[src/rtl/dcache_req_arbiter_if.sv]
// Bundle between the two EXM lanes, the arbiter and the data cache port.
// The arbiter binds to slave; the lanes plus cache side (or a bench) bind to master.
interface dcache_req_arbiter_if #(
    parameter int ADDR_W = 32
);
    logic              l0_valid;
    logic              l0_op;
    logic [ADDR_W-1:0] l0_addr;
    logic              l0_uncached;
    logic [3:0]        l0_awstrb;
    logic [31:0]       l0_wdata;
    logic              l0_cacop_en;
    logic [1:0]        l0_cacop_code;
    logic [ADDR_W-1:0] l0_cacop_addr;
    logic              l0_ready;
    logic              l0_rvalid;
    logic [31:0]       l0_rdata;

    logic              l1_valid;
    logic              l1_op;
    logic [ADDR_W-1:0] l1_addr;
    logic              l1_uncached;
    logic [3:0]        l1_awstrb;
    logic [31:0]       l1_wdata;
    logic              l1_cacop_en;
    logic [1:0]        l1_cacop_code;
    logic [ADDR_W-1:0] l1_cacop_addr;
    logic              l1_ready;
    logic              l1_rvalid;
    logic [31:0]       l1_rdata;

    logic              dc_valid;
    logic              dc_op;
    logic [ADDR_W-1:0] dc_addr;
    logic              dc_uncached;
    logic [3:0]        dc_awstrb;
    logic [31:0]       dc_wdata;
    logic              dc_cacop_en;
    logic [1:0]        dc_cacop_code;
    logic [ADDR_W-1:0] dc_cacop_addr;
    logic              dc_ready;
    logic              dc_rvalid;
    logic [31:0]       dc_rdata;

    logic              resp_err;

    modport slave (
        input  l0_valid, l0_op, l0_addr, l0_uncached, l0_awstrb, l0_wdata,
               l0_cacop_en, l0_cacop_code, l0_cacop_addr,
        output l0_ready, l0_rvalid, l0_rdata,
        input  l1_valid, l1_op, l1_addr, l1_uncached, l1_awstrb, l1_wdata,
               l1_cacop_en, l1_cacop_code, l1_cacop_addr,
        output l1_ready, l1_rvalid, l1_rdata,
        output dc_valid, dc_op, dc_addr, dc_uncached, dc_awstrb, dc_wdata,
               dc_cacop_en, dc_cacop_code, dc_cacop_addr,
        input  dc_ready, dc_rvalid, dc_rdata,
        output resp_err
    );

    modport master (
        output l0_valid, l0_op, l0_addr, l0_uncached, l0_awstrb, l0_wdata,
               l0_cacop_en, l0_cacop_code, l0_cacop_addr,
        input  l0_ready, l0_rvalid, l0_rdata,
        output l1_valid, l1_op, l1_addr, l1_uncached, l1_awstrb, l1_wdata,
               l1_cacop_en, l1_cacop_code, l1_cacop_addr,
        input  l1_ready, l1_rvalid, l1_rdata,
        input  dc_valid, dc_op, dc_addr, dc_uncached, dc_awstrb, dc_wdata,
               dc_cacop_en, dc_cacop_code, dc_cacop_addr,
        output dc_ready, dc_rvalid, dc_rdata,
        input  resp_err
    );
endinterface

[src/rtl/dcache_req_arbiter.sv]
// Two-lane arbiter for the shared dcache port: one registered request slot,
// fixed lane0 priority, and an in-order tag queue that routes read data back.
module dcache_req_arbiter #(
    parameter int MAX_OUTSTANDING = 4,
    parameter int ADDR_W          = 32
) (
    input  logic              clk,
    input  logic              reset,
    input  logic              flush,
    dcache_req_arbiter_if.slave bus
);
    localparam int PTR_W = (MAX_OUTSTANDING > 1) ? $clog2(MAX_OUTSTANDING) : 1;
    localparam int CNT_W = PTR_W + 1;

    typedef struct packed {
        logic              op;
        logic [ADDR_W-1:0] addr;
        logic              uncached;
        logic [3:0]        awstrb;
        logic [31:0]       wdata;
        logic              cacop_en;
        logic [1:0]        cacop_code;
        logic [ADDR_W-1:0] cacop_addr;
    } req_t;

    typedef enum logic {
        SLOT_EMPTY,
        SLOT_HELD
    } slot_state_t;

    slot_state_t state_reg, state_next;
    req_t        slot_reg, slot_next;
    logic        slot_lane_reg, slot_lane_next;

    logic [PTR_W-1:0] wr_ptr_reg, rd_ptr_reg;
    logic [CNT_W-1:0] count_reg;
    logic             resp_err_reg;

    req_t l0_req, l1_req;
    logic l0_is_read, l1_is_read, slot_is_read;
    logic slot_held, slot_free, push, pop, q_empty, q_has_room;
    logic can_issue, l0_grant, l1_grant;
    logic [CNT_W-1:0] reserved;

    logic [MAX_OUTSTANDING-1:0] tag_lane, tag_killed;
    logic head_lane, deliver;

    assign l0_req = '{op: bus.l0_op, addr: bus.l0_addr, uncached: bus.l0_uncached,
                      awstrb: bus.l0_awstrb, wdata: bus.l0_wdata, cacop_en: bus.l0_cacop_en,
                      cacop_code: bus.l0_cacop_code, cacop_addr: bus.l0_cacop_addr};
    assign l1_req = '{op: bus.l1_op, addr: bus.l1_addr, uncached: bus.l1_uncached,
                      awstrb: bus.l1_awstrb, wdata: bus.l1_wdata, cacop_en: bus.l1_cacop_en,
                      cacop_code: bus.l1_cacop_code, cacop_addr: bus.l1_cacop_addr};

    assign l0_is_read   = !bus.l0_op && !bus.l0_cacop_en;
    assign l1_is_read   = !bus.l1_op && !bus.l1_cacop_en;
    assign slot_is_read = !slot_reg.op && !slot_reg.cacop_en;

    assign slot_held = (state_reg == SLOT_HELD);
    assign slot_free = !slot_held || bus.dc_ready;
    assign push      = slot_held && bus.dc_ready && slot_is_read;
    assign q_empty   = (count_reg == '0);
    assign pop       = bus.dc_rvalid && !q_empty;

    // A read waiting in the slot already owns a tag entry, so it counts
    // against the limit; otherwise a fifth read could slip in behind it.
    assign reserved   = count_reg + CNT_W'(slot_held && slot_is_read);
    assign q_has_room = (reserved < CNT_W'(MAX_OUTSTANDING));

    assign can_issue = slot_free && !flush && !reset;
    assign l0_grant  = can_issue && bus.l0_valid && (!l0_is_read || q_has_room);
    // lane1 never overtakes a valid lane0, even when lane0 is stalled.
    assign l1_grant  = can_issue && !bus.l0_valid && bus.l1_valid &&
                       (!l1_is_read || q_has_room);

    always_comb begin
        state_next     = state_reg;
        slot_next      = slot_reg;
        slot_lane_next = slot_lane_reg;
        if (l0_grant) begin
            state_next     = SLOT_HELD;
            slot_next      = l0_req;
            slot_lane_next = 1'b0;
        end else if (l1_grant) begin
            state_next     = SLOT_HELD;
            slot_next      = l1_req;
            slot_lane_next = 1'b1;
        end else if (slot_free || flush) begin
            state_next = SLOT_EMPTY;
        end
    end

    always_ff @(posedge clk) begin
        if (reset) begin
            state_reg     <= SLOT_EMPTY;
            slot_reg      <= '0;
            slot_lane_reg <= 1'b0;
        end else begin
            state_reg     <= state_next;
            slot_reg      <= slot_next;
            slot_lane_reg <= slot_lane_next;
        end
    end

    always_ff @(posedge clk) begin
        if (reset) begin
            wr_ptr_reg <= '0;
            rd_ptr_reg <= '0;
            count_reg  <= '0;
        end else begin
            if (push) wr_ptr_reg <= wr_ptr_reg + PTR_W'(1);
            if (pop)  rd_ptr_reg <= rd_ptr_reg + PTR_W'(1);
            case ({push, pop})
                2'b10:   count_reg <= count_reg + CNT_W'(1);
                2'b01:   count_reg <= count_reg - CNT_W'(1);
                default: count_reg <= count_reg;
            endcase
        end
    end

    // Tag entries: a flush marks every live entry killed, and a read that
    // leaves the slot in the flush cycle is born killed.
    generate
        for (genvar gi = 0; gi < MAX_OUTSTANDING; gi++) begin : g_tag
            logic lane_reg, killed_reg;
            always_ff @(posedge clk) begin
                if (reset) begin
                    lane_reg   <= 1'b0;
                    killed_reg <= 1'b0;
                end else if (push && (wr_ptr_reg == PTR_W'(gi))) begin
                    lane_reg   <= slot_lane_reg;
                    killed_reg <= flush;
                end else if (flush) begin
                    killed_reg <= 1'b1;
                end
            end
            assign tag_lane[gi]   = lane_reg;
            assign tag_killed[gi] = killed_reg;
        end
    endgenerate

    assign head_lane = tag_lane[rd_ptr_reg];
    assign deliver   = pop && !tag_killed[rd_ptr_reg] && !reset;

    always_ff @(posedge clk) begin
        if (reset)
            resp_err_reg <= 1'b0;
        else if (bus.dc_rvalid && q_empty)
            resp_err_reg <= 1'b1;
    end

    assign bus.l0_ready  = l0_grant;
    assign bus.l1_ready  = l1_grant;
    assign bus.l0_rvalid = deliver && !head_lane;
    assign bus.l1_rvalid = deliver && head_lane;
    assign bus.l0_rdata  = bus.l0_rvalid ? bus.dc_rdata : 32'h0;
    assign bus.l1_rdata  = bus.l1_rvalid ? bus.dc_rdata : 32'h0;

    assign bus.dc_valid      = slot_held;
    assign bus.dc_op         = slot_reg.op;
    assign bus.dc_addr       = slot_reg.addr;
    assign bus.dc_uncached   = slot_reg.uncached;
    assign bus.dc_awstrb     = slot_reg.awstrb;
    assign bus.dc_wdata      = slot_reg.wdata;
    assign bus.dc_cacop_en   = slot_reg.cacop_en;
    assign bus.dc_cacop_code = slot_reg.cacop_code;
    assign bus.dc_cacop_addr = slot_reg.cacop_addr;
    assign bus.resp_err      = resp_err_reg;
endmodule
[src/flat_wrapper.sv]
// flat-port wrapper written by rule: the top's interface ports become plain ports
module dcache_req_arbiter_flat 
#(
    parameter int MAX_OUTSTANDING = 4,
    parameter int ADDR_W          = 32
)
  (clk, reset, flush, bus_l0_valid, bus_l0_op, bus_l0_addr, bus_l0_uncached, bus_l0_awstrb, bus_l0_wdata, bus_l0_cacop_en, bus_l0_cacop_code, bus_l0_cacop_addr, bus_l0_ready, bus_l0_rvalid, bus_l0_rdata, bus_l1_valid, bus_l1_op, bus_l1_addr, bus_l1_uncached, bus_l1_awstrb, bus_l1_wdata, bus_l1_cacop_en, bus_l1_cacop_code, bus_l1_cacop_addr, bus_l1_ready, bus_l1_rvalid, bus_l1_rdata, bus_dc_valid, bus_dc_op, bus_dc_addr, bus_dc_uncached, bus_dc_awstrb, bus_dc_wdata, bus_dc_cacop_en, bus_dc_cacop_code, bus_dc_cacop_addr, bus_dc_ready, bus_dc_rvalid, bus_dc_rdata, bus_resp_err);
  dcache_req_arbiter_if #(.ADDR_W(ADDR_W)) bus_i ();
  input  logic clk;
  input  logic reset;
  input  logic flush;
  input wire logic [$bits(bus_i.l0_valid)-1:0] bus_l0_valid;
  input wire logic [$bits(bus_i.l0_op)-1:0] bus_l0_op;
  input wire logic [$bits(bus_i.l0_addr)-1:0] bus_l0_addr;
  input wire logic [$bits(bus_i.l0_uncached)-1:0] bus_l0_uncached;
  input wire logic [$bits(bus_i.l0_awstrb)-1:0] bus_l0_awstrb;
  input wire logic [$bits(bus_i.l0_wdata)-1:0] bus_l0_wdata;
  input wire logic [$bits(bus_i.l0_cacop_en)-1:0] bus_l0_cacop_en;
  input wire logic [$bits(bus_i.l0_cacop_code)-1:0] bus_l0_cacop_code;
  input wire logic [$bits(bus_i.l0_cacop_addr)-1:0] bus_l0_cacop_addr;
  output wire logic [$bits(bus_i.l0_ready)-1:0] bus_l0_ready;
  output wire logic [$bits(bus_i.l0_rvalid)-1:0] bus_l0_rvalid;
  output wire logic [$bits(bus_i.l0_rdata)-1:0] bus_l0_rdata;
  input wire logic [$bits(bus_i.l1_valid)-1:0] bus_l1_valid;
  input wire logic [$bits(bus_i.l1_op)-1:0] bus_l1_op;
  input wire logic [$bits(bus_i.l1_addr)-1:0] bus_l1_addr;
  input wire logic [$bits(bus_i.l1_uncached)-1:0] bus_l1_uncached;
  input wire logic [$bits(bus_i.l1_awstrb)-1:0] bus_l1_awstrb;
  input wire logic [$bits(bus_i.l1_wdata)-1:0] bus_l1_wdata;
  input wire logic [$bits(bus_i.l1_cacop_en)-1:0] bus_l1_cacop_en;
  input wire logic [$bits(bus_i.l1_cacop_code)-1:0] bus_l1_cacop_code;
  input wire logic [$bits(bus_i.l1_cacop_addr)-1:0] bus_l1_cacop_addr;
  output wire logic [$bits(bus_i.l1_ready)-1:0] bus_l1_ready;
  output wire logic [$bits(bus_i.l1_rvalid)-1:0] bus_l1_rvalid;
  output wire logic [$bits(bus_i.l1_rdata)-1:0] bus_l1_rdata;
  output wire logic [$bits(bus_i.dc_valid)-1:0] bus_dc_valid;
  output wire logic [$bits(bus_i.dc_op)-1:0] bus_dc_op;
  output wire logic [$bits(bus_i.dc_addr)-1:0] bus_dc_addr;
  output wire logic [$bits(bus_i.dc_uncached)-1:0] bus_dc_uncached;
  output wire logic [$bits(bus_i.dc_awstrb)-1:0] bus_dc_awstrb;
  output wire logic [$bits(bus_i.dc_wdata)-1:0] bus_dc_wdata;
  output wire logic [$bits(bus_i.dc_cacop_en)-1:0] bus_dc_cacop_en;
  output wire logic [$bits(bus_i.dc_cacop_code)-1:0] bus_dc_cacop_code;
  output wire logic [$bits(bus_i.dc_cacop_addr)-1:0] bus_dc_cacop_addr;
  input wire logic [$bits(bus_i.dc_ready)-1:0] bus_dc_ready;
  input wire logic [$bits(bus_i.dc_rvalid)-1:0] bus_dc_rvalid;
  input wire logic [$bits(bus_i.dc_rdata)-1:0] bus_dc_rdata;
  output wire logic [$bits(bus_i.resp_err)-1:0] bus_resp_err;
  assign bus_i.l0_valid = bus_l0_valid;
  assign bus_i.l0_op = bus_l0_op;
  assign bus_i.l0_addr = bus_l0_addr;
  assign bus_i.l0_uncached = bus_l0_uncached;
  assign bus_i.l0_awstrb = bus_l0_awstrb;
  assign bus_i.l0_wdata = bus_l0_wdata;
  assign bus_i.l0_cacop_en = bus_l0_cacop_en;
  assign bus_i.l0_cacop_code = bus_l0_cacop_code;
  assign bus_i.l0_cacop_addr = bus_l0_cacop_addr;
  assign bus_l0_ready = bus_i.l0_ready;
  assign bus_l0_rvalid = bus_i.l0_rvalid;
  assign bus_l0_rdata = bus_i.l0_rdata;
  assign bus_i.l1_valid = bus_l1_valid;
  assign bus_i.l1_op = bus_l1_op;
  assign bus_i.l1_addr = bus_l1_addr;
  assign bus_i.l1_uncached = bus_l1_uncached;
  assign bus_i.l1_awstrb = bus_l1_awstrb;
  assign bus_i.l1_wdata = bus_l1_wdata;
  assign bus_i.l1_cacop_en = bus_l1_cacop_en;
  assign bus_i.l1_cacop_code = bus_l1_cacop_code;
  assign bus_i.l1_cacop_addr = bus_l1_cacop_addr;
  assign bus_l1_ready = bus_i.l1_ready;
  assign bus_l1_rvalid = bus_i.l1_rvalid;
  assign bus_l1_rdata = bus_i.l1_rdata;
  assign bus_dc_valid = bus_i.dc_valid;
  assign bus_dc_op = bus_i.dc_op;
  assign bus_dc_addr = bus_i.dc_addr;
  assign bus_dc_uncached = bus_i.dc_uncached;
  assign bus_dc_awstrb = bus_i.dc_awstrb;
  assign bus_dc_wdata = bus_i.dc_wdata;
  assign bus_dc_cacop_en = bus_i.dc_cacop_en;
  assign bus_dc_cacop_code = bus_i.dc_cacop_code;
  assign bus_dc_cacop_addr = bus_i.dc_cacop_addr;
  assign bus_i.dc_ready = bus_dc_ready;
  assign bus_i.dc_rvalid = bus_dc_rvalid;
  assign bus_i.dc_rdata = bus_dc_rdata;
  assign bus_resp_err = bus_i.resp_err;
  dcache_req_arbiter #(.MAX_OUTSTANDING(MAX_OUTSTANDING), .ADDR_W(ADDR_W)) u_core (.clk(clk), .reset(reset), .flush(flush), .bus(bus_i));
endmodule
[config.mk]
export PLATFORM = sky130hd
export DESIGN_NAME = dcache_req_arbiter_flat
export DESIGN_NICKNAME = d
export VERILOG_FILES = /design/src/rtl/dcache_req_arbiter_if.sv /design/src/rtl/dcache_req_arbiter.sv /design/src/flat_wrapper.sv
export SDC_FILE = /design/constraint.sdc
export NUM_CORES = 1
export LEC_CHECK = 0
export CORE_AREA = 2 2 166 168
export CTS_CLUSTER_DIAMETER = 30
export CTS_CLUSTER_SIZE = 16
export DETAILED_ROUTE_END_ITERATION = 6
export DIE_AREA = 0 0 168 170
export GPL_TIMING_DRIVEN = 0
export PLACE_DENSITY = 0.65
export SYNTH_ARGS = -nofsm -noshare
export SYNTH_HDL_FRONTEND = slang
export SYNTH_SLANG_ARGS = --single-unit
[constraint.sdc]
create_clock -name clk -period 2.2 [get_ports clk]
set_input_delay 0.44 -clock clk [delete_from_list [all_inputs] [get_ports clk]]
set_output_delay 0.44 -clock clk [all_outputs]
set_load 0.03 [all_outputs]
==> results.cfg, run 1 <==
[detailed_routing]
vias = 10200
vias_per_cell = 5.82
wire_per_inst_microns = 23.3
drtIter0Drc = 873
ant_nets = 0
drc = 0
wl_microns = 40800
firstDrtPassIters = 5

[sta]
hold_viol = 0
worst_slack_ns = -0.507
worst_slew_pin_slew_ns = 1.01
rsz0062_at_grt = true
timing.slew.headroom_pct = 32.6
period_share_pct = 123
finalCriticalPeriod_ns = 2.71
finalSetupViolations = 68
clock_skew_ns = 0.0116
maxSlewViolCount = 0
holdWs_ns = 0.417
max_clock_freq_mhz = 369

[global_route]
grt_pass1_vias = 10000
grt_max_degree = 17
antenna_found_initial = 2
grt.overflow.total = 0
grt_pass1_wl_microns = 60300
grt_usage_pct = 27.1

[worst_hold_path]
hp-class = in -> reg
min_from = reset

[clock_network]
cts_root_buffer = clkbuf_16
cts_buffers = 17
cts.clk_slew.worst_paths_ns = 0.06
cts_sinks = 123
htreeDepth = 4
clk_latency_ns = 0.43
cts_hold_buf = 0
cts_buffer_depth = 2
cts_tree = built

[logic_synthesis]
async_flop_share_pct = 0
syn-instance-count = 926
muxShareOfSynthArea_pct = 0.857
synth_top_family_by_area = compound AO/OA/AOI/OAI gates
synth_simple_gate_area_share_pct = 18.8
yosysUniqueCellTypes = 43
synthAdderAreaFrac_pct = 1.07
synth_nets = 1181
yosys_warnings = 0
synth_compound_area_share_pct = 38.4
netlist_area_sq_um = 7730
yosysSeqAreaShare_pct = 31.8
ys_seq_elements = 123
avgSynthCellArea_sq_um = 8.35
synth_edf_count = 0
yosys_most_used_dff = dfxtp_1
synthXorXnorAreaFrac_pct = 0.680

[critical_path]
reg2reg_from = u_core.bus.dc_op$_SDFFE_PP0P_
crit_start = u_core.rd_ptr_reg[0]$_SDFFE_PP0P_
worst-path-max-fanout = 7
crit_path_end_kind = output port
crit_arrival_ns = 2.27
critPathSlowestCell = mux4_2
cp.required_ns = 1.76
path_class = reg -> out
path_cells = mux4_2 -> nor4b_4 -> buf_6 -> clkbuf_8 -> and2_4 -> buf_6
cp-start-kind = flop
cpPeakStageDelay_ns = 0.56
timing.critical_path.mode_cell = buf_6

[power_and_ir_drop]
ir_drop_uv = 342
finalPower_mw = 7.66
pwr_density_cell_nw_per_um2 = 552
p_leak_nw = 4.88

[place]
dp_hpwl_microns = 29600
post-place-cells = 1689
placed_cell_area_sq_um = 12500
gp_congestion = 0.893
port_buffers = 422

[floorplan]
die-height_microns = 170
io_pins = 424
fp.dieArea_sq_um = 28600
start_util_pct = 29.0
num_rows = 60
coreArea_sq_um = 26700
die_w_microns = 168

[final_layout]
drive_gt1_share_pct = 22.7
final_cells = 1750
nets = 1650
final_area_sq_um = 13900
finish.utilization_pct = 52.1
area_growth_pct = 79.5

[run_status]
status = finished with violations
violations = setup timing

[job]
drv_cap = 0
[layout by cell type (no fill, tap or decap), drive strengths merged, types with 11 or more instances in the layout]
cell type | synthesis | layout
clkdlybuf4s50 | 0 | 350
inv | 11 | 11
nor2 | 119 | 119
a32oi | 103 | 103
a311oi | 103 | 103
a21oi | 12 | 12
buf | 73 | 162
a32o | 103 | 103
nand2 | 118 | 118
dfxtp | 123 | 123
clkbuf | 50 | 77
and2 | 66 | 66
[power by group]
| part | leakage (nW) | internal, mW | switching (mW) |
|---|---|---|---|
| Clock | 0.292 | 1.92 | 1.14 |
| Sequential | 1.01 | 2.39 | 0.145 |
| Combinational | 3.58 | 1.04 | 1.03 |
| Total | 4.88 | 5.34 | 2.32 |
[worst paths after layout]
path | end | slack [ns] | cells after the start
max | bus_l1_rdata[6] | -0.51 | 6
max reg2reg | u_core.bus.dc_wdata[30]$_SDFFE_PP0P_ | 0.07 | 8
min reg2reg | u_core.g_tag[0].lane_reg$_SDFFE_PP0P_ | 0.47 | 2
min | u_core.bus.dc_op$_SDFFE_PP0P_ | 0.42 | 3
[worst max-delay path, delay by kind of cell (launching register included)]
| kind | cells | cell delay [ns] |
|---|---|---|
| simple gates | 2 | 0.45 |
| mux | 1 | 0.56 |
| buf+inv | 3 | 0.46 |
| flops | 1 | 0.36 |
[layer usage]
layer,wire [microns],GRT usage (%)
met1,15800,31.2
met2,20400,48.5
met3,3300,7.05
met4,1230,9.98
met5,0,0
[Yosys cell counts (all sizes together) (2+ instances only)]
cell	n	share of area, %
a311oi	103	12
or3	2	0.16
clkbuf	50	2.4
a21oi	12	0.78
a32o	103	13
a32oi	103	12
nor2	119	5.9
nand2	118	5.8
xnor2	3	0.34
nor3	4	0.26
o21ai	2	0.13
buf	73	5.3
nand2b	3	0.24
xor2	3	0.34
ha	5	0.81
and2	66	5.3
dfxtp	123	32
inv	11	0.53
mux4	2	0.58
nand3	5	0.32
[through the flow]
stage / TNS [ns] / setup WS, ns
floorplan: -0.0347 / -0.00385
global placement: -123.62 / -1.17
detailed placement: -124.71 / -1.15
CTS: -31.54 / -0.528
global route: -36.49 / -0.586
finish: -30.77 / -0.507
[cell families after synthesis]
group,Yosys count
xor+xnor,6
flops,123
compound gates,330
simple gates,323
buf+inv,134
fa+ha+maj,6
mux,4
[layout make-up]
class	count	area [sq um]
plain buffers	122	817
repair buffers	451	4580
well taps	341	427
diodes	2	5.00
clock inverters	11	170
inverters	11	48.8
fillers	2487	12800
multi-input cells	669	4910
clock buffers	20	447
flip-flops and latches	123	2480
[what timing repair did]
item / in CTS / in global routing
gates cloned: 4 / 0
setup endpoints to repair: 142 / 132
pin swaps: 37 / 11
gates resized for setup: 594 / 64
buffers inserted: 17 / 8
No activity file was read; power rests on OpenSTA's default activity.
==> run 2: changes to the inputs <==
Settings changed: GPL_TIMING_DRIVEN 0 to 1.
==> run 2 against run 1 <==
Compared with the run above:
- the run still ends with setup timing left
- utilization rose by 1.8 points
- via count fell by 3.1%
- setup slack improved by 0.063 ns
- die area did not move
- final area rose by 3.5%
- hold slack improved by 0.036 ns
- global-route usage fell by 4.1 points
- clock skew rose by 0.0059 ns
- clock power fell by 2%
- cell count fell by 3.5%
==> results.cfg, run 2 (synthesis results as in run 1) <==
[final_layout]
final_common_cell = clkdlybuf4s50_1
multi_input_area_sq_um = 5100
finish.utilization_pct = 53.9
final-seq-area_sq_um = 2480
most-common-layout-cells = clkdlybuf4s50_1 (351), nand2_1 (117), nor2_1 (117)
nets = 1591
n_antenna_cell = 0
num-fill-cells = 2405
drive_gt1_share_pct = 23.7
area_growth_pct = 85.7

[critical_path]
crit_start = u_core.rd_ptr_reg[0]$_SDFFE_PP0P_
crit_path_end_kind = output port
cp.required_ns = 1.76
reg2reg_from = u_core.bus.dc_cacop_en$_SDFFE_PP0P_
cp-start-kind = flop
path_class = reg -> out
worst-path-max-fanout = 33
crit_arrival_ns = 2.20

[power_and_ir_drop]
finalPower_mw = 7.63
pwr_density_cell_nw_per_um2 = 531
ir_drop_uv = 426
p_leak_nw = 4.97

[detailed_routing]
drc = 0
vias_per_cell = 5.85
vias = 9875
wl_microns = 38000
ant_nets = 0
drtIter0Drc = 755
wire_per_inst_microns = 22.5
firstDrtPassIters = 5

[global_route]
grt_usage_pct = 23.0
grt_use_met3_pct = 5.98
grt_max_degree = 119
grt.overflow.total = 0
grt_use_met1_pct = 27.0
grt_pass1_wl_microns = 52700
grtUsageMet2_pct = 39.4
grt_pass1_vias = 9304
grt-busiest-layer = met2
antenna_found_initial = 0

[place]
dp_hpwl_microns = 24000
place_ws_ns = -0.448
gp_congestion = 0.840
port_buffers = 423

[floorplan]
io_pins = 424
coreArea_sq_um = 26700
die-height_microns = 170
fp.dieArea_sq_um = 28600
start_util_pct = 29.0
die_w_microns = 168
num_rows = 60

[sta]
period_share_pct = 120
timing.slew.headroom_pct = 56.5
finalCriticalPeriod_ns = 2.64
finalSetupViolations = 67
maxSlewViolCount = 0
rsz0062_at_grt = true
hold_viol = 0
worst_slack_ns = -0.444
worst_slew_pin_slew_ns = 0.653
clock_skew_ns = 0.0176
max_clock_freq_mhz = 378

[job]
drv_cap = 0

[clock_network]
cts_tree = built
cts.clk_slew.worst_paths_ns = 0.05
htreeDepth = 4
clk_latency_ns = 0.42
cts_root_buffer = clkbuf_16
cts_sinks = 123
cts_hold_buf = 0
cts_buffers = 17
cts_buffer_depth = 2

[worst_hold_path]
min_from = reset
hp-class = in -> reg

[run_status]
violations = setup timing
status = finished with violations
run 2: repair_timing:
| item | 4_1_cts | 5_1_grt |
|---|---|---|
| resized for setup | 80 | 93 |
| setup buffers | 4 | 9 |
| endpoints found under the setup margin | 69 | 170 |
| cloned | 0 | 13 |
| pin swaps | 3 | 45 |
run 2: power by group:
part	switching (mW)	total (mW)	internal, mW
Sequential	0.142	2.53	2.38
Clock	1.12	2.99	1.87
Combinational	1.01	2.11	1.10
Total	2.27	7.63	5.36
run 2: cell type report:
cell class | count | share of cell area (%)
clock inverter | 11 | 0.993
timing repair buffer | 514 | 39.6
clock buffer | 20 | 3.26
multi-input combinational | 669 | 35.5
inverter | 11 | 0.288
tap | 341 | 2.97
sequential | 123 | 17.3
run 2: path summary, 6_finish.rpt:
check | endpoint | slack (ns) | depth (start not counted)
worst min register to register | u_core.g_tag[1].lane_reg$_SDFFE_PP0P_ | 0.46 | 2
worst max register to register | u_core.bus.dc_wdata[1]$_SDFFE_PP0P_ | 0 | 10
worst max-delay path | bus_l1_rdata[8] | -0.44 | 5
worst min-delay path | u_core.bus.resp_err$_SDFFE_PP0P_ | 0.45 | 3
run 2: per-stage QoR:
stage                     std cells  TNS, ns  hold WS, ns  area (sq um)
after global routing           1689   -32.23        0.451         14400
final                          1689   -27.10        0.453         14400
after global placement         1632   -45.83        0.441         12700
after detailed placement       1632   -47.08        0.451         12700
after CTS                      1667   -27.25        0.421         13600
after floorplan                 926  -0.0347        0.433          7860
run 2: per-layer routing:
| layer | vias up | share of wire [%] | wire [microns] |
|---|---|---|---|
| met1 | 4783 | 39 | 14800 |
| met2 | 532 | 49 | 18600 |
| li1 | 4494 | - | - |
| met3 | 66 | 8.4 | 3190 |
| met4 | 0 | 3.6 | 1370 |
| met5 | - | 0 | 0 |
run 2: critical path, cell delays in order, from the launching register on:
cell and delay (ns):
dfxtp_4 0.37, mux4_2 0.58, nor4b_4 0.30, buf_12 0.21, and2_2 0.20, buf_6 0.14
==> run 3: changes to the inputs <==
Settings changed: CAP_MARGIN from default to 20, PLACE_DENSITY 0.65 to default.
Clock period 2.2 ns to 2.72 ns, I/O delays scaled along.
==> run 3 against run 2 <==
Compared with the run above:
- the flow now finishes without violations
- final area decreased by 6.8%
- critical path depth up 1
- sequential power down 19%
- clock skew fell by 0.0062 ns
==> results.cfg, run 3 (synthesis results as in run 1) <==
[worst_hold_path]
hp-class = reg -> reg
min_from = u_core.g_tag[3].lane_reg$_SDFFE_PP0P_
holdPathStages = 2
holdPathEnd = u_core.g_tag[3].lane_reg$_SDFFE_PP0P_

[power_and_ir_drop]
ir_drop_uv = 379
finalPower_mw = 5.90
p_leak_nw = 4.53
pwr_density_cell_nw_per_um2 = 441

[detailed_routing]
ant_nets = 0
drc = 0
drtIter0Drc = 764
vias = 9465
firstDrtPassIters = 5
wire_per_inst_microns = 21.6
wl_microns = 35700
vias_per_cell = 5.72

[floorplan]
coreArea_sq_um = 26700
start_util_pct = 29.0
fp.dieArea_sq_um = 28600
die_w_microns = 168
num_rows = 60
io_pins = 424
die-height_microns = 170

[sta]
period_share_pct = 99.7
worst_slew_pin_slew_ns = 0.938
clock_skew_ns = 0.0114
worst_slack_ns = 0.00736
timing.slew.headroom_pct = 37.4
maxSlewViolCount = 0
holdWs_ns = 0.455
setup_tns_ns = 0
rsz0062_at_grt = true
finalCriticalPeriod_ns = 2.71
max_clock_freq_mhz = 369
finalSetupViolations = 0
hold_viol = 0

[global_route]
antenna_found_initial = 3
grt_pass1_wl_microns = 53100
grt_usage_pct = 23.6
grt_max_degree = 81
grt.overflow.total = 0
grt_pass1_vias = 8952

[final_layout]
area_growth_pct = 73.0
drive_gt1_share_pct = 15.3
nets = 1554
final_area_sq_um = 13400
most-common-layout-cells = clkdlybuf4s50_1 (354), dfxtp_1 (121), nor2_1 (118)
final_cells = 1656
num-fill-cells = 2531
finish.utilization_pct = 50.2
final_common_cell = clkdlybuf4s50_1

[clock_network]
htreeDepth = 4
cts_buffers = 17
cts_tree = built
cts_sinks = 123
cts.clk_slew.worst_paths_ns = 0.06
clk_latency_ns = 0.41
cts_root_buffer = clkbuf_16
cts_hold_buf = 0
cts_buffer_depth = 2

[critical_path]
r2r-end = u_core.bus.dc_wdata[10]$_SDFFE_PP0P_
critPathSlowestCell = mux4_2
path_cells = mux4_2 -> buf_4 -> nor4_4 -> buf_12 -> and2_1 -> buf_6
cp-start-kind = flop
rrSetupSlack_ns = 0.49
reg2reg_from = u_core.count_reg[2]$_SDFFE_PP0P_
path_class = reg -> out
worst_r2r_path_depth = 8
cpPeakStageDelay_ns = 0.55
cp.required_ns = 2.18
crit_path_end_kind = output port
worst-path-max-fanout = 33
crit_arrival_ns = 2.17

[job]
drv_cap = 0

[run_status]
status = finished, final reports clean

[place]
placed_cell_area_sq_um = 12500
dp_hpwl_microns = 24700
port_buffers = 423
place_ws_ns = 0.0558
post-place-cells = 1616
gp_congestion = 0.861
[run 3: cell types whose count changed in the layout (fill, tap and decap cells not counted), moves of 8 or more]
cell,before,now
buf_6,70,55
a311oi_1,90,103
a32oi_2,23,0
clkbuf_16,29,17
and2_2,32,0
a32oi_1,80,103
and2_1,5,38
a311oi_2,13,0
buf_4,42,34
[run 3: report_power, final]
part	leakage (nW)	internal, mW	switching (mW)
sequential	1.01	1.93	0.108
clock	0.278	1.37	0.920
combinational	3.24	0.795	0.774
[run 3: per-layer routing]
layer / track usage (%) / vias to the layer above / share of wire [%]
li1: - / 4424 / -
met5: 0 / - / 0
met3: 7.88 / 48 / 9.9
met2: 39.2 / 521 / 48
met1: 28.3 / 4472 / 39
met4: 8.62 / 0 / 2.8
[run 3: how the worst max path moves through the flow]
stage                     cells past startpoint  slack [ns]               end                               from
after global routing                          6       -0.08   bus_l1_rdata[3]  u_core.rd_ptr_reg[0]$_SDFFE_PP0P_
after global placement                        6        0.08  bus_l1_rdata[20]                      bus_dc_rvalid
after CTS                                     6       -0.04  bus_l1_rdata[25]  u_core.rd_ptr_reg[0]$_SDFFE_PP0P_
final                                         6       0.007   bus_l0_rdata[8]  u_core.rd_ptr_reg[0]$_SDFFE_PP0P_
after detailed placement                      6        0.06  bus_l1_rdata[20]                      bus_dc_rvalid
after floorplan                               4        0.07  bus_l0_rdata[10]  u_core.rd_ptr_reg[0]$_SDFFE_PP0P_
[run 3: critical path, delay by kind of cell (launching register included)]
kind	cells	cell delay [ns]
flops	1	0.36
buf+inv	3	0.50
mux	1	0.55
simple gates	2	0.34
[run 3: what timing repair did]
action | in CTS | in global routing
gates cloned | 2 | 0
setup buffers | 3 | 0
resized for setup | 78 | 11
pin swaps | 6 | 6
setup endpoints to repair | 64 | 65
endpoints found under the hold margin | 0 | 0
[run 3: cell type report]
type | count | area [sq um] | area share [%]
antenna | 3 | 7.51 | 0.0561
clock buffer | 18 | 439 | 3.28
clock inverter | 14 | 149 | 1.11
inverter | 11 | 41.3 | 0.309
multi-input combinational | 669 | 4750 | 35.5
sequential | 123 | 2470 | 18.5
tap | 341 | 427 | 3.19
timing repair buffer | 477 | 5090 | 38.1
